## config.mk

```make
export PLATFORM = sky130hd
export DESIGN_NAME = imem_fetch_ctrl
export DESIGN_NICKNAME = d
export VERILOG_FILES = /design/src/rtl/fetch_pkg.sv /design/src/rtl/fetch_queue.sv /design/src/rtl/imem_fetch_ctrl.sv
export SDC_FILE = /design/constraint.sdc
export NUM_CORES = 1
export LEC_CHECK = 0
export CORE_MARGIN = 2
export CORE_UTILIZATION = 47
export CTS_BUF_LIST = sky130_fd_sc_hd__clkbuf_4 sky130_fd_sc_hd__clkbuf_8
export CTS_CLUSTER_SIZE = 20
export DETAILED_ROUTE_END_ITERATION = 10
export MAX_ROUTING_LAYER = met4
export PLACE_DENSITY_LB_ADDON = 0.15
export REMOVE_ABC_BUFFERS = 1
export SYNTH_ARGS = -nofsm -noshare
export SYNTH_HDL_FRONTEND = slang
export SYNTH_SLANG_ARGS = --single-unit
```

## constraint.sdc

```tcl
create_clock -name clk -period 6.4 [get_ports clk]
set_clock_uncertainty 0.1 [all_clocks]
set_input_delay 0.96 -clock clk [delete_from_list [all_inputs] [get_ports clk]]
set_output_delay 0.96 -clock clk [all_outputs]
set_load 0.02 [all_outputs]
```

## src/rtl/fetch_pkg.sv

```systemverilog
// Shared types for the instruction fetch controller: FSM states, the fetch
// queue entry layout and the NOP used for faulted entries.
package fetch_pkg;

    localparam int PC_W = 64;
    localparam logic [31:0] NOP_INSTR = 32'h00000013;

    typedef enum logic [1:0] {
        BOOT,
        RUN,
        HALT
    } fetch_state_e;

    typedef struct packed {
        logic [PC_W-1:0] pc;
        logic [31:0]     instr;
        logic            fault;
    } fetch_entry_t;

    localparam int ENTRY_W = $bits(fetch_entry_t);

endpackage

```

## src/rtl/fetch_queue.sv

```systemverilog
// Small circular FIFO of fetch entries with flush; pointers wrap naturally
// because DEPTH is a power of two.
module fetch_queue
    import fetch_pkg::*;
#(
    parameter int DEPTH = 2
) (
    input  logic                     clk,
    input  logic                     rst,
    input  logic                     push,
    input  logic                     pop,
    input  logic                     flush,
    input  logic [ENTRY_W-1:0]       din,
    output logic [ENTRY_W-1:0]       dout,
    output logic [$clog2(DEPTH):0]   count
);

    localparam int PW = $clog2(DEPTH);

    logic [PW-1:0]      rd_ptr_q, rd_ptr_d;
    logic [PW-1:0]      wr_ptr_q, wr_ptr_d;
    logic [PW:0]        count_q, count_d;
    logic [ENTRY_W-1:0] mem_q [DEPTH];

    always_comb begin
        rd_ptr_d = rd_ptr_q;
        wr_ptr_d = wr_ptr_q;
        count_d  = count_q;
        if (flush) begin
            rd_ptr_d = '0;
            wr_ptr_d = '0;
            count_d  = '0;
        end else begin
            if (push) wr_ptr_d = wr_ptr_q + 1'b1;
            if (pop)  rd_ptr_d = rd_ptr_q + 1'b1;
            count_d = count_q + {{PW{1'b0}}, push} - {{PW{1'b0}}, pop};
        end
    end

    always_ff @(posedge clk) begin
        if (rst) begin
            rd_ptr_q <= '0;
            wr_ptr_q <= '0;
            count_q  <= '0;
        end else begin
            rd_ptr_q <= rd_ptr_d;
            wr_ptr_q <= wr_ptr_d;
            count_q  <= count_d;
        end
    end

    // Entry storage carries no reset; count gates its visibility.
    always_ff @(posedge clk) begin
        if (push && !flush) mem_q[wr_ptr_q] <= din;
    end

    assign dout  = mem_q[rd_ptr_q];
    assign count = count_q;

endmodule

```

## src/rtl/imem_fetch_ctrl.sv

```systemverilog
// Instruction fetch controller: owns the PC, issues one IMEM read per cycle
// while the fetch queue has room, and hands entries to decode.
module imem_fetch_ctrl
    import fetch_pkg::*;
#(
    parameter int              XLEN       = PC_W,
    parameter logic [XLEN-1:0] RESET_PC   = '0,
    parameter int              FQ_DEPTH   = 2,
    parameter int              IMEM_WORDS = 1024
) (
    input  logic            clk,
    input  logic            rst,
    output logic            imem_req,
    output logic [XLEN-1:0] imem_addr,
    input  logic [31:0]     imem_rdata,
    input  logic            redirect_valid,
    input  logic [XLEN-1:0] redirect_pc,
    output logic            out_valid,
    input  logic            out_ready,
    output logic [XLEN-1:0] out_pc,
    output logic [31:0]     out_instr,
    output logic            out_fault,
    output logic            fetch_halted
);

    localparam int CW = $clog2(FQ_DEPTH);

    fetch_state_e    state_q, state_d;
    logic [XLEN-1:0] pc_q, pc_d;
    logic            epoch_q, epoch_d;
    logic            infl_q, infl_d;
    logic [XLEN-1:0] infl_pc_q, infl_pc_d;
    logic            infl_epoch_q, infl_epoch_d;
    logic            infl_fault_q, infl_fault_d;

    logic [CW:0]     q_count;
    logic [CW:0]     occ;
    logic            deq, q_push, slot, oor;
    fetch_entry_t    q_din, q_dout;
    logic [ENTRY_W-1:0] q_din_w, q_dout_w;
    logic            unused_ok;

    assign unused_ok = ^redirect_pc[1:0];

    assign out_valid = (q_count != '0);
    assign deq       = out_valid & out_ready;
    // Occupancy once the current response lands and decode takes its entry.
    assign occ       = q_count + {{CW{1'b0}}, infl_q} - {{CW{1'b0}}, deq};
    assign oor       = pc_q[XLEN-1:2] >= (XLEN-2)'(IMEM_WORDS);
    assign slot      = (state_q == RUN) && !redirect_valid && (occ < (CW+1)'(FQ_DEPTH));
    assign imem_req  = slot && !oor;
    assign imem_addr = pc_q;
    assign q_push    = infl_q && (infl_epoch_q == epoch_q) && !redirect_valid;

    always_comb begin
        q_din.pc    = infl_pc_q;
        q_din.instr = infl_fault_q ? NOP_INSTR : imem_rdata;
        q_din.fault = infl_fault_q;
    end

    assign q_din_w = q_din;
    assign q_dout  = q_dout_w;

    fetch_queue #(
        .DEPTH (FQ_DEPTH)
    ) u_fq (
        .clk   (clk),
        .rst   (rst),
        .push  (q_push),
        .pop   (deq),
        .flush (redirect_valid),
        .din   (q_din_w),
        .dout  (q_dout_w),
        .count (q_count)
    );

    always_comb begin
        state_d      = state_q;
        pc_d         = pc_q;
        epoch_d      = epoch_q;
        infl_d       = 1'b0;
        infl_pc_d    = infl_pc_q;
        infl_epoch_d = infl_epoch_q;
        infl_fault_d = infl_fault_q;
        if (redirect_valid) begin
            state_d = RUN;
            pc_d    = {redirect_pc[XLEN-1:2], 2'b00};
            epoch_d = ~epoch_q;
        end else begin
            case (state_q)
                BOOT: state_d = RUN;
                RUN: begin
                    // An out-of-range PC occupies a slot like a read, then halts.
                    if (slot) begin
                        infl_d       = 1'b1;
                        infl_pc_d    = pc_q;
                        infl_epoch_d = epoch_q;
                        infl_fault_d = oor;
                        if (oor) state_d = HALT;
                        else     pc_d    = pc_q + XLEN'(4);
                    end
                end
                default: ;
            endcase
        end
    end

    always_ff @(posedge clk) begin
        if (rst) begin
            state_q <= BOOT;
            pc_q    <= RESET_PC;
            epoch_q <= 1'b0;
            infl_q  <= 1'b0;
        end else begin
            state_q <= state_d;
            pc_q    <= pc_d;
            epoch_q <= epoch_d;
            infl_q  <= infl_d;
        end
    end

    always_ff @(posedge clk) begin
        infl_pc_q    <= infl_pc_d;
        infl_epoch_q <= infl_epoch_d;
        infl_fault_q <= infl_fault_d;
    end

    assign out_pc       = out_valid ? q_dout.pc    : '0;
    assign out_instr    = out_valid ? q_dout.instr : '0;
    assign out_fault    = out_valid ? q_dout.fault : 1'b0;
    assign fetch_halted = (state_q == HALT);

endmodule
```

# Word-level counts from Yosys, hierarchy flattened
# Memory sizes are Yosys's and may differ from the RTL's. A register that Yosys moved wholly into a read port is not among the register bits.
# Index checks and enable logic that the tools add are counted.
dict set report totals {
  register_bits 138
  word_cells 73
  inputBits 100
  output_inout_bits 164
  ram_bits 194
  mem_count 1
}
dict set report classes {
  muxes 17
  addsub 7
  n_eq_ne 8
  magnitude_cmp 2
  bitwise_logic 5
  n_reduce_logical 21
}
# memory depth word_bits rd rd_ports_with_merged_regs wr line
set mem_list {}
lappend mem_list {u_fq.mem_q 2 97 1 1 1 fetch_queue.sv:23} ;# logic [ENTRY_W-1:0] mem_q [DEPTH];
# op n
set ops {}
lappend ops {{64-bit two-way mux} 5}
lappend ops {{64-bit by 3-bit adder with 64-bit output, second input constant} 1}
lappend ops {{32-bit two-way mux} 2}
lappend ops {{62-bit by 11-bit >= comparator with 1-bit output, second input constant} 1}
lappend ops {{3-bit AND reduction} 5}
lappend ops {{2-bit nonzero test} 4}
lappend ops {{1-bit two-way mux} 7}
lappend ops {{1-bit logical AND} 6}
lappend ops {{2-bit inequality test, second input constant} 3}
lappend ops {{3-bit inequality test, second input constant} 2}
lappend ops {{2-bit by 1-bit adder with 2-bit output} 2}
lappend ops {{2-bit two-way mux} 2}
lappend ops {{1-bit inverter} 4}
lappend ops {{2-bit one-hot mux with 2 select lines} 1}
lappend ops {{2-bit by 1-bit subtractor with 2-bit output} 2}
lappend ops {{3-bit nonzero test} 1}
lappend ops {{3-bit OR reduction} 1}
lappend ops {{1-bit adder, second input constant} 2}
lappend ops {{2-bit by 1-bit == test with 1-bit output, second input constant} 1}
lappend ops {{2-bit == test, second input constant} 1}
lappend ops {{1-bit zero test} 2}
lappend ops {{2-bit zero test} 1}
lappend ops {{2-bit less-than comparator, second input constant} 1}
lappend ops {{2-bit OR reduction} 1}
lappend ops {{2 further kinds} 2}

# Longest topological paths before layout
dict set report depth {
  ltp_word 8
  depth_mapped 11
}

# Modules after synthesis
# From an unflattened synthesis, not the netlist that was laid out.
dict set report hier_totals {
  hier_cells 851
  area_unflattened_um2 13152.6
}
# mod n_inst area_each_um2 seq_area_each_um2 cells_each
set modules_own_cells {}
lappend modules_own_cells {fetch_queue 1 7333.3 5925.7 321}
lappend modules_own_cells {imem_fetch_ctrl 1 5819.3 3243.1 530}

# Worst setup path after synthesis
# No wires, ideal clock.
dict set report synth_timing {
  kind {input-to-reg}
  startpoint {input redirect_valid}
  endpoint {memory u_fq.mem_q[0][0] (netlist bit), enable pin}
  n_path_buf 1
  arrival_ns 5.686
  path_slack_ns 0.053
  setup_time_ns 0.561
  required_time_ns 5.739
  path_stages 4
  path_cell_list {clkbuf_1 -> inv_1 -> and3_1 -> nor2b_1}
}
dict set report synth_via {
  elab_chain_cells 5
}
# item line
set synth_lines {}
lappend synth_lines {{start: declaration} imem_fetch_ctrl.sv:16} ;# input logic redirect_valid,
lappend synth_lines {{1-bit zero test} imem_fetch_ctrl.sv:53} ;# assign q_push = infl_q && (infl_epoch_q == epoch_q) && !redirect_valid;
lappend synth_lines {{1-bit logical AND} imem_fetch_ctrl.sv:53}
lappend synth_lines {{net q_push} imem_fetch_ctrl.sv:38} ;# logic deq, q_push, slot, oor;
lappend synth_lines {{1-bit logical AND} fetch_queue.sv:54} ;# if (push && !flush) mem_q[wr_ptr_q] <= din;
lappend synth_lines {{1-bit two-way mux} fetch_queue.sv:54}
lappend synth_lines {{1-bit two-way mux (not written as such)} fetch_queue.sv:54}
lappend synth_lines {{end: declaration} fetch_queue.sv:23}
# The timed path passes the listed nets, and every way through them passes these cells.

# Worst setup path in the final report
dict set report layout_timing {
  startpoint {input out_ready}
  endpoint {output imem_req}
}
dict set report layout_via {
  elab_chain_cells 5
}
# item line
set layout_lines {}
lappend layout_lines {{start: declaration} imem_fetch_ctrl.sv:19} ;# input logic out_ready,
lappend layout_lines {{1-bit bitwise AND} imem_fetch_ctrl.sv:46} ;# assign deq = out_valid & out_ready;
lappend layout_lines {{net deq} imem_fetch_ctrl.sv:38}
lappend layout_lines {{2-bit by 1-bit subtractor with 2-bit output} imem_fetch_ctrl.sv:48} ;# assign occ = q_count + {{CW{1'b0}}, infl_q} - {{CW{1'b0}}, deq};
lappend layout_lines {{2-bit less-than comparator} imem_fetch_ctrl.sv:50} ;# assign slot = (state_q == RUN) && !redirect_valid && (occ < (CW+1)'(FQ_DEPTH));
lappend layout_lines {{1-bit logical AND} imem_fetch_ctrl.sv:50}
lappend layout_lines {{1-bit logical AND} imem_fetch_ctrl.sv:51} ;# assign imem_req = slot && !oor;
lappend layout_lines {{end: declaration} imem_fetch_ctrl.sv:13} ;# output logic imem_req,
# The timed path passes the listed nets, and every way through them passes these cells.

==> impl_metrics.yaml <==
finish:
  n_fill_cell: 2040
  stdcell_area_sq_um: 16300
  n_antenna_cell: 0
  drive_above_1_share: 0.0976
  nets: 1198
  areaGrowthSynthToFinish_pct: 32.7
  fin_util: 0.629
synth:
  yosysWarnings: 0
  synth_edf_count: 254
  synthArstFlopShare: 0
  synthFlopType: "edfxtp_1"
  yosysTopAreaCell: "edfxtp_1"
  ys_types: 43
  synth_top_area_frac: 0.623
  ys_seq_area_frac: 0.739
  syn_inst: 818
  avgSynthCellArea_sq_um: 15.0
  synthTopCellsByArea: "edfxtp_1, mux2i_1, dfxtp_1"
  syn_area_sq_um: 12200
  ys_ff_latch: 325
floorplanning:
  initial_core_util: 0.474
  coreArea_sq_um: 25800
  rows: 59
  boundaryPins: 264
  die_h_microns: 165
  die_x_microns: 165
  die_area_sq_um: 27400
worst_setup_path:
  crit_path_end_kind: "output pin"
  arrival_ns: 3.58
  crit_type: "input pin to output pin"
  crit_family: "buffers and inverters"
  critPathLaunchType: "input pin"
  max_stage_delay_ns: 0.69
  cp_max_fo: 3
  path_buf_inv: 2
  worst_path_max_delay_cell: "clkdlybuf4s50_1"
  crit_path_frequent_cell: "clkdlybuf4s50_1"
  crit_required_ns: 5.34
  crit_path_cell_trace: "clkdlybuf4s50_1, and2_1, ha_1, xor2_1, xnor2_1, and4bb_4, nor4b_1, clkdlybuf4s50_1"
place:
  dpl.hpwl_microns: 15400
  io_buffers: 257
  postPlaceCellArea_sq_um: 15100
  place_congestion: 0.776
clock_tree:
  htreeDepth: 2
  postCtsSetupRepairBufs: 0
  cts_root_buf: "clkbuf_8"
  postCtsHoldBufs: 0
  cts_tree: "built"
  cts_sinks: 325
  cts_max_path_buffers: 3
  cts-resized-gates: 0
  clk_latency_ns: 0.55
  clk_pin_slew_ns: 0.06
  cts_buffers: 51
status:
  outcome: "finished, final reports clean"
sta:
  timing.final.setup_violations: 0
  maxClockFrequency_ghz: 0.216
  relSlewSlack: 0.201
  tightest_slew_ns: 1.20
  tns_ns: 0
  finalCritPeriodShare: 0.724
  fin_crit_ns: 4.64
  slew_violations: 0
  finalHoldViolCount: 0
  rsz0062_at_grt: "false"
global_route:
  grt_pass1_vias: 7346
  grt_pass1_wl_microns: 38700
  grt_use_total: 0.190
  antenna_found_initial: 0
  overflow: 0
  grt_max_degree: 96
run:
  drv_cap: 0
min_path:
  hp-class: "register to register"
route:
  dr.pass1.iters: 5
  ant_nets: 0
  drt-total-wl_microns: 25600
  drt-initial-drc-count: 359
  drc: 0
  post_drt_wl_per_cell_microns: 17.4
  via_per_inst: 5.01
  vias: 7380
power:
  p_per_area_nw_per_um2: 274
  power.leakage_nw: 5.48
  ir_drop_uv: 189
==> registers in the layout, summed over array words and instances, names as in the netlist, 2 cells and up, named ones only <==
| register | cells |
|---|---|
| imem_addr | 62 |
| infl_pc_q | 62 |
| state_q | 2 |
| u_fq.count | 2 |
| u_fq.mem_q | 190 |
==> layer usage <==
metal	global-route usage	wire length (microns)	vias up
met5	-	0	-
met3	0.0455	1950	34
met4	0.0541	406	0
li1	-	-	3534
met1	0.241	11000	3564
met2	0.308	12200	248
==> Yosys cell counts, types with 3 or more instances <==
cell type	n
buf_1	17
nand2_1	10
dfxtp_1	71
mux2i_1	147
a311oi_1	3
and3_1	4
nor2_1	150
buf_4	4
or2_2	3
edfxtp_1	254
nor3_1	13
a31oi_1	5
or3_1	3
and2_1	4
inv_1	11
nand4_1	5
ha_1	4
clkbuf_1	23
nor4_1	13
a21oi_1	3
xnor2_1	7
nor2b_1	32
nand3_1	6
==> layout make-up <==
cell class / instances / area [sq um] / area share
clock buffer: 83 / 1010 / 0.0622
tap: 335 / 419 / 0.0258
sequential: 325 / 9050 / 0.557
inverter: 11 / 41.3 / 0.00254
timing repair buffer: 265 / 2640 / 0.162
multi-input combinational: 440 / 3000 / 0.185
clock inverter: 13 / 93.8 / 0.00577
==> stage by stage <==
step | total power, mW | setup slack [ns] | cells | hold slack [ns]
after detailed placement | 2.70 | 1.75 | 1376 | 0.330
final | 4.45 | 1.76 | 1472 | 0.339
after global routing | 4.63 | 1.63 | 1472 | 0.352
after CTS | 4.50 | 1.74 | 1472 | 0.338
after floorplan | 2.52 | -1.19 | 776 | 0.321
after global placement | 2.69 | 1.77 | 1376 | 0.322
==> cell usage in the layout (no fill, tap or decap), drive strengths merged, types with 5 or more instances in the layout <==
cell | netlist | final
edfxtp | 254 | 254
clkbuf | 23 | 83
nor2b | 32 | 32
nand4 | 5 | 5
a31oi | 5 | 5
clkinv | 0 | 8
dfxtp | 71 | 71
buf | 22 | 10
nor3 | 15 | 15
nand2 | 10 | 10
nor2 | 150 | 150
inv | 11 | 12
xnor2 | 7 | 7
clkdlybuf4s50 | 0 | 255
nand3 | 7 | 7
nor4 | 13 | 13
mux2i | 147 | 147
==> final timing paths <==
kind,start,endpoint,slack (ns),cells after the start
setup reg to reg,u_fq.count[1],imem_addr[10],2.71,11
setup / recovery,out_ready,imem_req,1.76,8
hold reg to reg,infl_pc_q[45],u_fq.mem_q[0][78],0.34,0
hold / removal,infl_pc_q[45],u_fq.mem_q[0][78],0.34,0
==> report_power, final <==
part	switching (mW)	leakage, nW	total, mW	internal, mW
clock	0.756	0.579	1.80	1.04
combinational	0.135	2.01	0.275	0.141
sequential	0.0427	2.89	2.38	2.33
==> kinds of logic (layout without fill, tap and decap cells) <==
| kind of cell | count (synthesis) | in the layout | share of synthesized area |
|---|---|---|---|
| flops | 325 | 325 | 0.739 |
| simple gates | 251 | 251 | 0.0966 |
| mux | 147 | 147 | 0.120 |
| buf+inv | 56 | 372 | 0.0185 |
| compound gates | 26 | 26 | 0.0157 |
| xor+xnor | 8 | 8 | 0.00572 |
| fa+ha+maj | 4 | 4 | 0.00409 |
| other cells | 1 | 4 | 0.000306 |
==> worst register-to-register path: stages (launching register included) <==
cell,delay (ns)
dfxtp_1,0.34
nor2_4,0.12
inv_1,0.05
and2_1,0.18
ha_1,0.19
xor2_1,0.17
xnor2_1,0.29
and4bb_4,0.27
buf_4,0.77
nand3_4,0.22
or4_1,0.57
a311oi_1,0.31
Power figures use the tool's default switching activity.
